`src/rtl/fifo_pkg.sv`:
```
// Shared definitions for the async FIFO read and write controllers.
// Latency: n/a (types, constants and pure functions only).
// Backpressure: n/a.
package fifo_pkg;

  // Default memory address width; pointers carry one extra lap bit.
  localparam int FIFO_ADDR_WIDTH = 3;

  // Functions work on a 32-bit container so any pointer width up to 32
  // can use them; callers zero-extend in and truncate out.
  localparam int FIFO_PTR_MAX = 32;

  function automatic logic [FIFO_PTR_MAX-1:0] bin2gray(input logic [FIFO_PTR_MAX-1:0] bin);
    return (bin >> 1) ^ bin;
  endfunction

  function automatic logic [FIFO_PTR_MAX-1:0] gray2bin(input logic [FIFO_PTR_MAX-1:0] gray);
    logic [FIFO_PTR_MAX-1:0] bin;
    bin[FIFO_PTR_MAX-1] = gray[FIFO_PTR_MAX-1];
    for (int i = FIFO_PTR_MAX - 2; i >= 0; i--) begin
      bin[i] = bin[i+1] ^ gray[i];
    end
    return bin;
  endfunction

endpackage

```
`src/rtl/fifo_gray2bin.sv`:
```
// Gray-to-binary converter for a P-bit pointer (XOR prefix from the MSB down).
// Latency: combinational, zero cycles.
// Backpressure: none; pure function of its input.
module fifo_gray2bin #(
  parameter int P = 4
) (
  input  logic [P-1:0] gray,
  output logic [P-1:0] bin
);

  // Each binary bit is the parity of the gray bits at and above it.
  for (genvar i = 0; i < P; i++) begin : g_bit
    assign bin[i] = ^(gray >> i);
  end

endmodule

```
`src/rtl/fifo_rd_ctrl.sv`:
```
// Read-side controller of the async FIFO: read pointer, empty/almost-empty, fill count.
// Latency: all outputs registered; a write shows here 3 read clocks after it happens.
// Backpressure: reads while EMPTY are dropped and flagged with a one-cycle UNDERFLOW.
module fifo_rd_ctrl
  import fifo_pkg::*;
#(
  parameter int ADDR_WIDTH = FIFO_ADDR_WIDTH,
  parameter int AEMPTY_LVL = 1
) (
  input  logic                  CLK,
  input  logic                  RST,
  input  logic                  RINC,
  input  logic [ADDR_WIDTH:0]   WPTR_SYNC,
  output logic [ADDR_WIDTH-1:0] RADDR,
  output logic [ADDR_WIDTH:0]   RPTR,
  output logic                  EMPTY,
  output logic                  AEMPTY,
  output logic [ADDR_WIDTH:0]   RCOUNT,
  output logic                  UNDERFLOW
);

  localparam int P = ADDR_WIDTH + 1;
  localparam logic [P-1:0] AEMPTY_THR = P'(AEMPTY_LVL);

  logic [P-1:0] rbin;
  logic [P-1:0] rbin_nxt;
  logic [P-1:0] rgray_nxt;
  logic [P-1:0] wbin;
  logic [P-1:0] fill_nxt;
  logic         rd_en;

  fifo_gray2bin #(.P(P)) u_wptr_g2b (
    .gray (WPTR_SYNC),
    .bin  (wbin)
  );

  // Registered EMPTY gates the read, so WPTR_SYNC never reaches rd_en combinationally.
  assign rd_en     = RINC & ~EMPTY;
  assign rbin_nxt  = rbin + P'(rd_en);
  assign rgray_nxt = P'(bin2gray(FIFO_PTR_MAX'(rbin_nxt)));
  // Modulo-2^P difference; the lap bit keeps full (DEPTH) distinct from empty (0).
  assign fill_nxt  = wbin - rbin_nxt;
  assign RADDR     = rbin[ADDR_WIDTH-1:0];

  // Pointer, status and count registers, all judged against the post-read pointer.
  always_ff @(posedge CLK) begin
    if (!RST) begin
      rbin      <= '0;
      RPTR      <= '0;
      EMPTY     <= 1'b1;
      AEMPTY    <= 1'b1;
      RCOUNT    <= '0;
      UNDERFLOW <= 1'b0;
    end else begin
      rbin      <= rbin_nxt;
      RPTR      <= rgray_nxt;
      EMPTY     <= (rgray_nxt == WPTR_SYNC);
      AEMPTY    <= (fill_nxt <= AEMPTY_THR);
      RCOUNT    <= fill_nxt;
      UNDERFLOW <= RINC & EMPTY;
    end
  end

endmodule

```
`config.mk`:
```
export PLATFORM = sky130hd
export DESIGN_NAME = fifo_rd_ctrl
export DESIGN_NICKNAME = d
export VERILOG_FILES = /design/src/rtl/fifo_pkg.sv /design/src/rtl/fifo_gray2bin.sv /design/src/rtl/fifo_rd_ctrl.sv
export SDC_FILE = /design/constraint.sdc
export NUM_CORES = 1
export LEC_CHECK = 0
export CAP_MARGIN = 20
export CORE_AREA = 2 2 49 51
export CTS_CLUSTER_DIAMETER = 60
export DETAILED_ROUTE_END_ITERATION = 6
export DIE_AREA = 0 0 51 53
export HOLD_SLACK_MARGIN = 0.1
export PLACE_DENSITY = 0.61
export SYNTH_ARGS = -nofsm -noshare
export SYNTH_HDL_FRONTEND = slang
export SYNTH_SLANG_ARGS = --single-unit
```
`constraint.sdc`:
```
create_clock -name CLK -period 3.5 [get_ports CLK]
set_input_delay 1.05 -clock CLK [delete_from_list [all_inputs] [get_ports CLK]]
set_output_delay 1.05 -clock CLK [all_outputs]
set_load 0.05 [all_outputs]
```
==> impl_metrics.toml, run 1 <==
[cts]
cts_root_buffer = "clkbuf_4"
cts_tree = "done"
post-cts-setup-buffers = 0
ctsHoldBuffers = 0
cts.clk_slew.worst_paths_ns = 0.07
cts-htree-levels = 1
clk-insertion-delay-late_ns = 0.27
cts_inserted_buffers = 3
clock_sinks = 14
clockBufferDepth = 2
cts-resized-gates = 0

[sta]
finalHoldViolations = 0
finalSetupTns_ns = 0
max_slew.worst_pin.slew_ns = 0.493
fin_max_slew_vios = 0
final.min_clock_period_ns = 3.30
final-setup-viol-count = 0
minimum_setup_slack_in_the_final_design_ns = 0.195
min_period_over_period = 0.944
achievable-frequency_mhz = 303
slew_headroom = 0.670
grt_setup_unrepaired = "no"
clock-skew-final_ns = 0.00117

[floorplanning]
die_ar_um2 = 2700
pin_count = 21
core_area_um2 = 2150
die_h_um = 53
die-width_um = 51
placement_rows = 17
initial_core_util = 0.340

[setup_path]
start_to_end_type_of_the_worst_setup_path = "in -> reg"
crit_path_max_fanout = 3
crit_path_start_kind = "input port"
crit_arrival_ns = 3.48
worstSetupEndpointType = "register"
crit_path_required_time_ns = 3.68

[layout]
fillers = 201
num-nets-final = 111
antenna_cells = 0
area.growth.synth_to_final_pct = 42.0
final_core_util = 0.482
proportion_of_layout_cells_with_a_drive_suffix_above_1 = 0.144
fin_cells = 125

[power]
ir_drop_mv = 0.225
power_density_nw_per_um2 = 422
post-layout-total-power_mw = 0.437
static-leakage-power_nw = 0.446

[global_routing]
grt_pass1_wl_um = 2230
top_usage_layer = "met2"
globalRouteMet2Util = 0.195
antenna_violations_before_repair = 0
globalRouteTotalUtil = 0.117
first_global_vias = 551
globalRouteMet3Util = 0.0254
grt_start_max_net_pins = 15
globalRouteMet1Util = 0.129
grt-ovfl-total = 0

[yosys]
netlist_area_um2 = 729
netlist.top_cell.by_area = "dfxtp_1"
synthCells = 68
synth_top_cell_area_share = 0.384
unique_cell_type_count_in_the_yosys_netlist = 23
synth.net_count = 80
part_of_the_yosys_area_used_for_sequential_elements = 0.384
syn-mean-instance-area_um2 = 10.7
synthesis.yosys.warnings = 0
yosys_register_bits = 14
synth.area.top_cells = "dfxtp_1 38%, xnor2_1 9.6%, xor2_1 9.6%"

[routing]
number_of_iterations_in_the_first_detailed_routing_pass = 4
detail_route.wl_per_cell_um = 10.5
drtIter0Drc = 10
drt.antenna.violating_nets = 0
postRouteWirelength_um = 1320
drt-vias-per-instance = 4.48
detailroute.via_count = 560
post-route-drc-count = 0

[placed_design]
dp.final_hpwl_um = 1090
place_congestion = 0.787
i_o_buffers = 20
dp_worst_setup_slack_ns = -0.0878
total_placed_cells_including_tap_cells = 122

[job]
max-cap-violations = 0

[worst_hold_path]
worst_hold_path_type = "reg -> reg"

[status]
run_status = "complete, no violations"
flip-flops by register name (all words and copies together), names as in the netlist:
signal,flops
EMPTY,1
UNDERFLOW,1
rbin,3
AEMPTY,1
RPTR,4
RCOUNT,4
layer usage:
metal	part of all wire	vias up
li1	-	289
met1	0.45	252
met3	0.041	2
met4	0.014	0
met5	0	-
met2	0.49	17
cell families after synthesis:
logic type      synth area share
xor+xnor                   0.225
simple gates               0.137
flops                      0.384
compound gates             0.124
buf+inv                   0.0309
fa+ha+maj                 0.0858
mux                       0.0137
power by group:
part / switching, mW / internal (mW) / total, mW
clock: 0.0436 / 0.0398 / 0.0834
sequential: 0.00442 / 0.175 / 0.179
combinational: 0.100 / 0.0745 / 0.175
layout by cell type, fill, tap and decap left out:
master / Yosys / routed
ha_1: 5 / 5
and4_1: 1 / 1
o21bai_4: 1 / 1
o2111ai_1: 1 / 1
o31ai_1: 1 / 1
mux2i_1: 1 / 1
nor2_1: 1 / 1
and2_2: 1 / 1
a21boi_0: 1 / 1
o41ai_2: 1 / 1
nor2b_1: 3 / 3
a2111o_1: 1 / 1
clkdlybuf4s50_1: 0 / 20
xnor2_1: 8 / 8
buf_4: 0 / 7
inv_1: 5 / 5
and2_1: 8 / 8
nand3_1: 1 / 1
xnor3_2: 1 / 1
a31oi_1: 2 / 2
and3_1: 1 / 1
o21a_1: 1 / 1
xor2_1: 8 / 8
clkbuf_4: 0 / 3
dfxtp_1: 14 / 14
Yosys cell counts, drive strengths merged:
| library cell | number |
|---|---|
| and3 | 1 |
| o31ai | 1 |
| mux2i | 1 |
| o21bai | 1 |
| a21boi | 1 |
| and4 | 1 |
| o41ai | 1 |
| nor2 | 1 |
| o2111ai | 1 |
| xnor3 | 1 |
| nor2b | 3 |
| inv | 5 |
| o21a | 1 |
| ha | 5 |
| xnor2 | 8 |
| a2111o | 1 |
| and2 | 9 |
| clkbuf | 1 |
| xor2 | 8 |
| dfxtp | 14 |
| nand3 | 1 |
| a31oi | 2 |
per-stage QoR:
stage,cell area [µm²],hold slack (ns)
finish,1040,0.519
global route,1040,0.545
CTS,1040,0.524
detailed placement,1010,0.505
global placement,1010,0.495
floorplan,729,0.754
final timing paths:
| kind | start | to | slack (ns) | cells past startpoint |
|---|---|---|---|---|
| min reg2reg | EMPTY | UNDERFLOW | 0.52 | 1 |
| max reg2reg | EMPTY | AEMPTY | 1.14 | 10 |
| max | RINC | AEMPTY | 0.20 | 11 |
| min | EMPTY | UNDERFLOW | 0.52 | 1 |
layout make-up:
cell class / instances / area (µm²) / area share
inverters: 5 / 18.8 / 0.0181
well taps: 28 / 35.0 / 0.0338
flip-flops and latches: 14 / 280 / 0.271
repair buffers: 27 / 253 / 0.244
multi-input cells: 48 / 427 / 0.412
clock buffers: 3 / 22.5 / 0.0217
critical path, stage by stage:
cell and delay, ns:
clkdlybuf4s50_1 0.46, nor2b_1 0.13, ha_1 0.19, ha_1 0.19, xor2_1 0.20, inv_1 0.07, ha_1 0.32, inv_1 0.06
a2111o_1 0.39, and4_1 0.22, o41ai_2 0.19
(Power assumes the default switching activity.)
==> run 2: changes to the inputs <==
Settings changed: CTS_CLUSTER_SIZE from default to 16, HOLD_SLACK_MARGIN 0.1 to default, REMOVE_ABC_BUFFERS from default to 1.
==> run 2 against run 1 <==
Effect of this change:
- global-route usage increased by 0.11 points
- worst setup slack got worse by 0.020 ns
- design area increased by 2.7%
==> impl_metrics.toml, run 2 (synthesized netlist as in run 1, its figures left out) <==
[setup_path]
cell_at_the_slowest_stage_of_the_critical_path = "clkdlybuf4s50_1"
crit_top_cell = "ha_1"
worstSetupEndpointType = "register"
crit_path_required_time_ns = 3.68
crit_path_max_fanout = 3
crit_path_start_kind = "input port"
max_stage_delay_ns = 0.47
crit_arrival_ns = 3.51
crit_path_cell_trace = "clkdlybuf4s50_1 -> nor2b_1 -> ha_1 -> ha_1 -> xor2_2 -> inv_1 -> ha_1 -> inv_1 -> a2111o_1 -> and4_1 -> o41ai_2"
critical_path.n_buffers_inverters = 3
critical-path-top-delay-family = "adder cells"
start_to_end_type_of_the_worst_setup_path = "in -> reg"
ff2ff_setup_slack_ns = 1.11

[cts]
ctsHoldBuffers = 0
cts-htree-levels = 1
clockBufferDepth = 2
cts.clk_slew.worst_paths_ns = 0.09
clock_sinks = 14
cts_tree = "done"
cts_inserted_buffers = 3
clk-insertion-delay-late_ns = 0.28
cts-resized-gates = 0
post-cts-setup-buffers = 0
cts_root_buffer = "clkbuf_4"

[routing]
post-route-drc-count = 0
number_of_iterations_in_the_first_detailed_routing_pass = 4
detailroute.via_count = 565
detail_route.wl_per_cell_um = 10.8
drtIter0Drc = 2
postRouteWirelength_um = 1360
drt.antenna.violating_nets = 0
drt-vias-per-instance = 4.48

[layout]
mostFrequentLayoutCell = "clkdlybuf4s50_1"
fillers = 212
num-nets-final = 111
final_core_util = 0.495
proportion_of_layout_cells_with_a_drive_suffix_above_1 = 0.173
layout_common_cells = "20 x clkdlybuf4s50_1, 14 x dfxtp_1, 8 x xnor2_1, 8 x and2_1"
antenna_cells = 0
area.growth.synth_to_final_pct = 45.8
largest_registers = "RCOUNT x4, RPTR x4, rbin x3"

[worst_hold_path]
worst_hold_path_type = "reg -> reg"

[global_routing]
grt-ovfl-total = 0
globalRouteMet3Util = 0.0254
globalRouteMet1Util = 0.137
grt_pass1_wl_um = 2240
antenna_violations_before_repair = 0
top_usage_layer = "met2"
globalRouteMet2Util = 0.195
first_global_vias = 505
globalRouteTotalUtil = 0.119
grt_start_max_net_pins = 15

[sta]
clock-skew-final_ns = 0.00645
final-setup-viol-count = 0
final.min_clock_period_ns = 3.33
fin_max_slew_vios = 0
max_slew.worst_pin.slew_ns = 0.502
finalHoldViolations = 0
achievable-frequency_mhz = 301
min_period_over_period = 0.950
hold_ws_ns = 0.522
minimum_setup_slack_in_the_final_design_ns = 0.175
slew_headroom = 0.664

[floorplanning]
die_h_um = 53
initial_core_util = 0.340
pin_count = 21
placement_rows = 17
die-width_um = 51
core_area_um2 = 2150
die_ar_um2 = 2700

[job]
max-cap-violations = 0

[status]
run_status = "complete, no violations"

[placed_design]
dp.final_hpwl_um = 1060
place_congestion = 0.787
i_o_buffers = 20
dp_worst_setup_slack_ns = -0.0940

[power]
power_density_nw_per_um2 = 441
static-leakage-power_nw = 0.454
post-layout-total-power_mw = 0.469
ir_drop_mv = 0.237
[run 2: changes by cell type in the layout (fill, tap and decap cells not counted), sizes merged]
| cell | change |
|---|---|
| clkbuf | +1 |
[run 2: area by class of cell]
cell class	instances	area, µm²	share of cell area
clock buffers	4	36.3	0.0341
inverters	5	18.8	0.0176
well taps	28	35.0	0.0329
flip-flops and latches	14	280	0.264
repair buffers	27	253	0.238
multi-input cells	48	440	0.414
[run 2: worst paths after layout]
check / from / endpoint / cells after the start
setup / recovery: RINC / AEMPTY / 11
hold / removal: EMPTY / UNDERFLOW / 1
setup reg to reg: EMPTY / AEMPTY / 10
hold reg to reg: EMPTY / UNDERFLOW / 1
[run 2: stage by stage]
| step | std cells | TNS [ns] | instance area, µm² |
|---|---|---|---|
| after CTS | 126 | 0 | 1050 |
| final | 126 | 0 | 1060 |
| after global routing | 126 | -0.0280 | 1060 |
| after floorplan | 67 | 0 | 726 |
| after detailed placement | 122 | -0.159 | 1010 |
| after global placement | 122 | -0.0655 | 1010 |
[run 2: metal layers]
metal,up-vias,wire (µm)
li1,292,-
met1,257,616
met2,14,681
met3,2,40
met4,0,19
met5,-,0
[run 2: worst reg2reg max path, delay by kind of cell, from the launching register on]
family | cells | cell delay (ns)
DFF | 1 | 0.32
buffers and inverters | 2 | 0.13
xor gates and xnor gates | 1 | 0.18
and+or+nand+nor | 2 | 0.35
adders and majority gates | 3 | 0.72
AOI/OAI and AO/OA | 2 | 0.59
[run 2: report_power, final]
group	internal [mW]	switching, mW	leakage (nW)
registers	0.175	0.00447	0.115
logic	0.0747	0.100	0.317
clock network	0.0632	0.0520	0.0210
total	0.312	0.157	0.454
==> run 3: changes to the inputs <==
Settings changed: CORE_AREA 2 2 49 51 to 2 2 44 46, DIE_AREA 0 0 51 53 to 0 0 46 48, PLACE_DENSITY 0.61 to 0.75, SYNTH_HIERARCHICAL from default to 1.
==> run 3 against run 2 <==
Effect of this change:
- routed wire length fell by 5.8%
- die area fell by 18%
- core utilization grew 9.5 points
- clock power hardly changed
- clock-buffer cell count did not move
- synthesized area up 3.4%
- register-to-register slack improved by 0.37 ns
- worst setup slack improved by 0.38 ns
- total power is 3.3% lower
- sequential cell count unchanged
- clock skew shrank 0.0052 ns
- synthesized cell count unchanged
- largest power group unchanged
==> impl_metrics.toml, run 3 <==
[yosys]
largest_family_of_logic_cells_by_synthesized_area = "XOR/XNOR gates"
synthesis.yosys.warnings = 6
part_of_the_yosys_area_used_for_sequential_elements = 0.371
netlist.top_cell.by_area = "dfxtp_1"
synth_top_cell_area_share = 0.371
post_synth_fa_ha_maj_area_fraction = 0.0663
yosys_register_bits = 14
synthMostInstantiatedCell = "dfxtp_1"
syn-mean-instance-area_um2 = 11.1
synth.area.top_cells = "dfxtp_1 37%, xnor2_1 8.1%, and2_1 7.5%"
synthCells = 68
fraction_of_the_mapped_netlist_area_in_compound_gates = 0.0564
synth.top_cells.by_count = "14 x dfxtp_1, 9 x and2_1, 7 x xnor2_1"
simple_logic_cell_fraction_of_the_synthesized_area = 0.172
post_synth_xor_area_fraction = 0.275
synthArstFlopShare = 0
netlist_area_um2 = 754
synth.mux.area_fraction = 0.0265
synth_edf_count = 0
postSynth.topFlopCell = "dfxtp_1"
unique_cell_type_count_in_the_yosys_netlist = 27

[cts]
clockBufferDepth = 2
cts_inserted_buffers = 3
cts_root_buffer = "clkbuf_4"
cts.clk_slew.worst_paths_ns = 0.08
post-cts-setup-buffers = 0
cts-resized-gates = 0
ctsHoldBuffers = 0
clk-insertion-delay-late_ns = 0.28
cts-htree-levels = 1
clock_sinks = 14
cts_tree = "done"

[global_routing]
globalRouteTotalUtil = 0.134
first_global_vias = 444
antenna_violations_before_repair = 0
grt-ovfl-total = 0
grt_start_max_net_pins = 15
grt_pass1_wl_um = 1940

[worst_hold_path]
worst_hold_path_type = "reg -> reg"
timing.hold.worst.start = "EMPTY"

[layout]
largest_registers = "RCOUNT x4, RPTR x4, rbin x3"
final_core_util = 0.590
layout.cell_area.non_filler_um2 = 996
fillers = 152
layout_common_cells = "20 x clkdlybuf4s50_1, 14 x dfxtp_1, 9 x and2_1"
antenna_cells = 0
combined_area_of_the_multi_input_logic_cells_um2 = 450
proportion_of_layout_cells_with_a_drive_suffix_above_1 = 0.124
mostFrequentLayoutCell = "clkdlybuf4s50_1"
seqCellArea_um2 = 280
num-nets-final = 101
area.growth.synth_to_final_pct = 32.0

[setup_path]
worstSetupEndpointType = "register"
crit_path_max_fanout = 5
launch_point_of_the_worst_reg_to_reg_path = "EMPTY"
timing_startpoint_of_the_critical_path = "WPTR_SYNC[3]"
crit_arrival_ns = 3.14
crit_path_cell_trace = "clkdlybuf4s50_1 -> xor2_2 -> xor2_1 -> xnor2_1 -> ha_1 -> nor2_1 -> xnor2_1 -> o41ai_2"
start_to_end_type_of_the_worst_setup_path = "in -> reg"
critical-path-top-delay-family = "XOR/XNOR gates"
cell_at_the_slowest_stage_of_the_critical_path = "clkdlybuf4s50_1"
crit_path_start_kind = "input port"
crit_top_cell = "xnor2_1"
critical_path.n_buffers_inverters = 1
max_stage_delay_ns = 0.60
crit_path_required_time_ns = 3.69

[floorplanning]
initial_core_util = 0.447
die_h_um = 48
placement_rows = 15
die-width_um = 46
pin_count = 21
die_ar_um2 = 2210
core_area_um2 = 1690

[routing]
detail_route.wl_per_cell_um = 12.1
post-route-drc-count = 0
drt.antenna.violating_nets = 0
drt-vias-per-instance = 5.04
detailroute.via_count = 534
postRouteWirelength_um = 1280
number_of_iterations_in_the_first_detailed_routing_pass = 2
drtIter0Drc = 2

[sta]
final.min_clock_period_ns = 2.95
clock-skew-final_ns = 0.00125
slew_headroom = 0.667
min_period_over_period = 0.842
achievable-frequency_mhz = 339
grt_setup_unrepaired = "no"
finalSetupTns_ns = 0
fin_max_slew_vios = 0
finalHoldViolations = 0
final-setup-viol-count = 0
max_slew.worst_pin.slew_ns = 0.499

[power]
ir_drop_mv = 0.171
post-layout-total-power_mw = 0.453
static-leakage-power_nw = 0.415
power_density_nw_per_um2 = 455

[status]
run_status = "complete, no violations"

[placed_design]
place_congestion = 0.752
place_area_um2 = 960
i_o_buffers = 20
dp.final_hpwl_um = 984

[job]
max-cap-violations = 0
run 3: final timing paths:
kind | to | slack [ns] | depth (start not counted)
setup reg to reg | AEMPTY | 1.48 | 8
hold reg to reg | UNDERFLOW | 0.50 | 1
setup / recovery | AEMPTY | 0.55 | 8
hold / removal | UNDERFLOW | 0.50 | 1
run 3: power by group:
part | leakage, nW | internal, mW | switching [mW]
Combinational | 0.279 | 0.0636 | 0.0956
Sequential | 0.115 | 0.174 | 0.00415
Clock | 0.0210 | 0.0633 | 0.0527
Total | 0.415 | 0.301 | 0.152
run 3: layer usage:
layer  wire [µm]  GRT usage  vias up
met4          34      0.126        0
met1         562      0.159      254
met3          39     0.0226        4
li1            -          -      262
met5           0          0        -
met2         642      0.206       14
run 3: layout make-up:
cell class	count	area share
Timing Repair Buffer	20	0.201
Clock buffer	4	0.0364
Sequential cell	14	0.281
Multi-Input combinational cell	49	0.452
Inverter	2	0.00754
Tap cell	17	0.0214
run 3: cells by family (layout without fill, tap and decap cells):
group,after synthesis,after routing
compound gates,5,5
xor+xnor,16,16
fa+ha+maj,4,4
buf+inv,5,26
flops,14,14
mux,2,2
simple gates,22,22
run 3: worst reg2reg max path, stage by stage (launching register included):
cell and delay, ns:
dfxtp_1 0.35, nor2b_1 0.06, ha_1 0.19, ha_1 0.41, xnor2_1 0.18, ha_1 0.20
nor2_1 0.12, xnor2_1 0.12, o41ai_2 0.30
run 3: per-stage QoR:
stage | hold WS, ns | std cells | setup slack [ns]
after detailed placement | 0.494 | 102 | 0.283
after CTS | 0.507 | 106 | 0.567
after floorplan | 0.731 | 65 | 0.825
final | 0.502 | 106 | 0.553
after global placement | 0.488 | 102 | 0.321
after global routing | 0.519 | 106 | 0.443
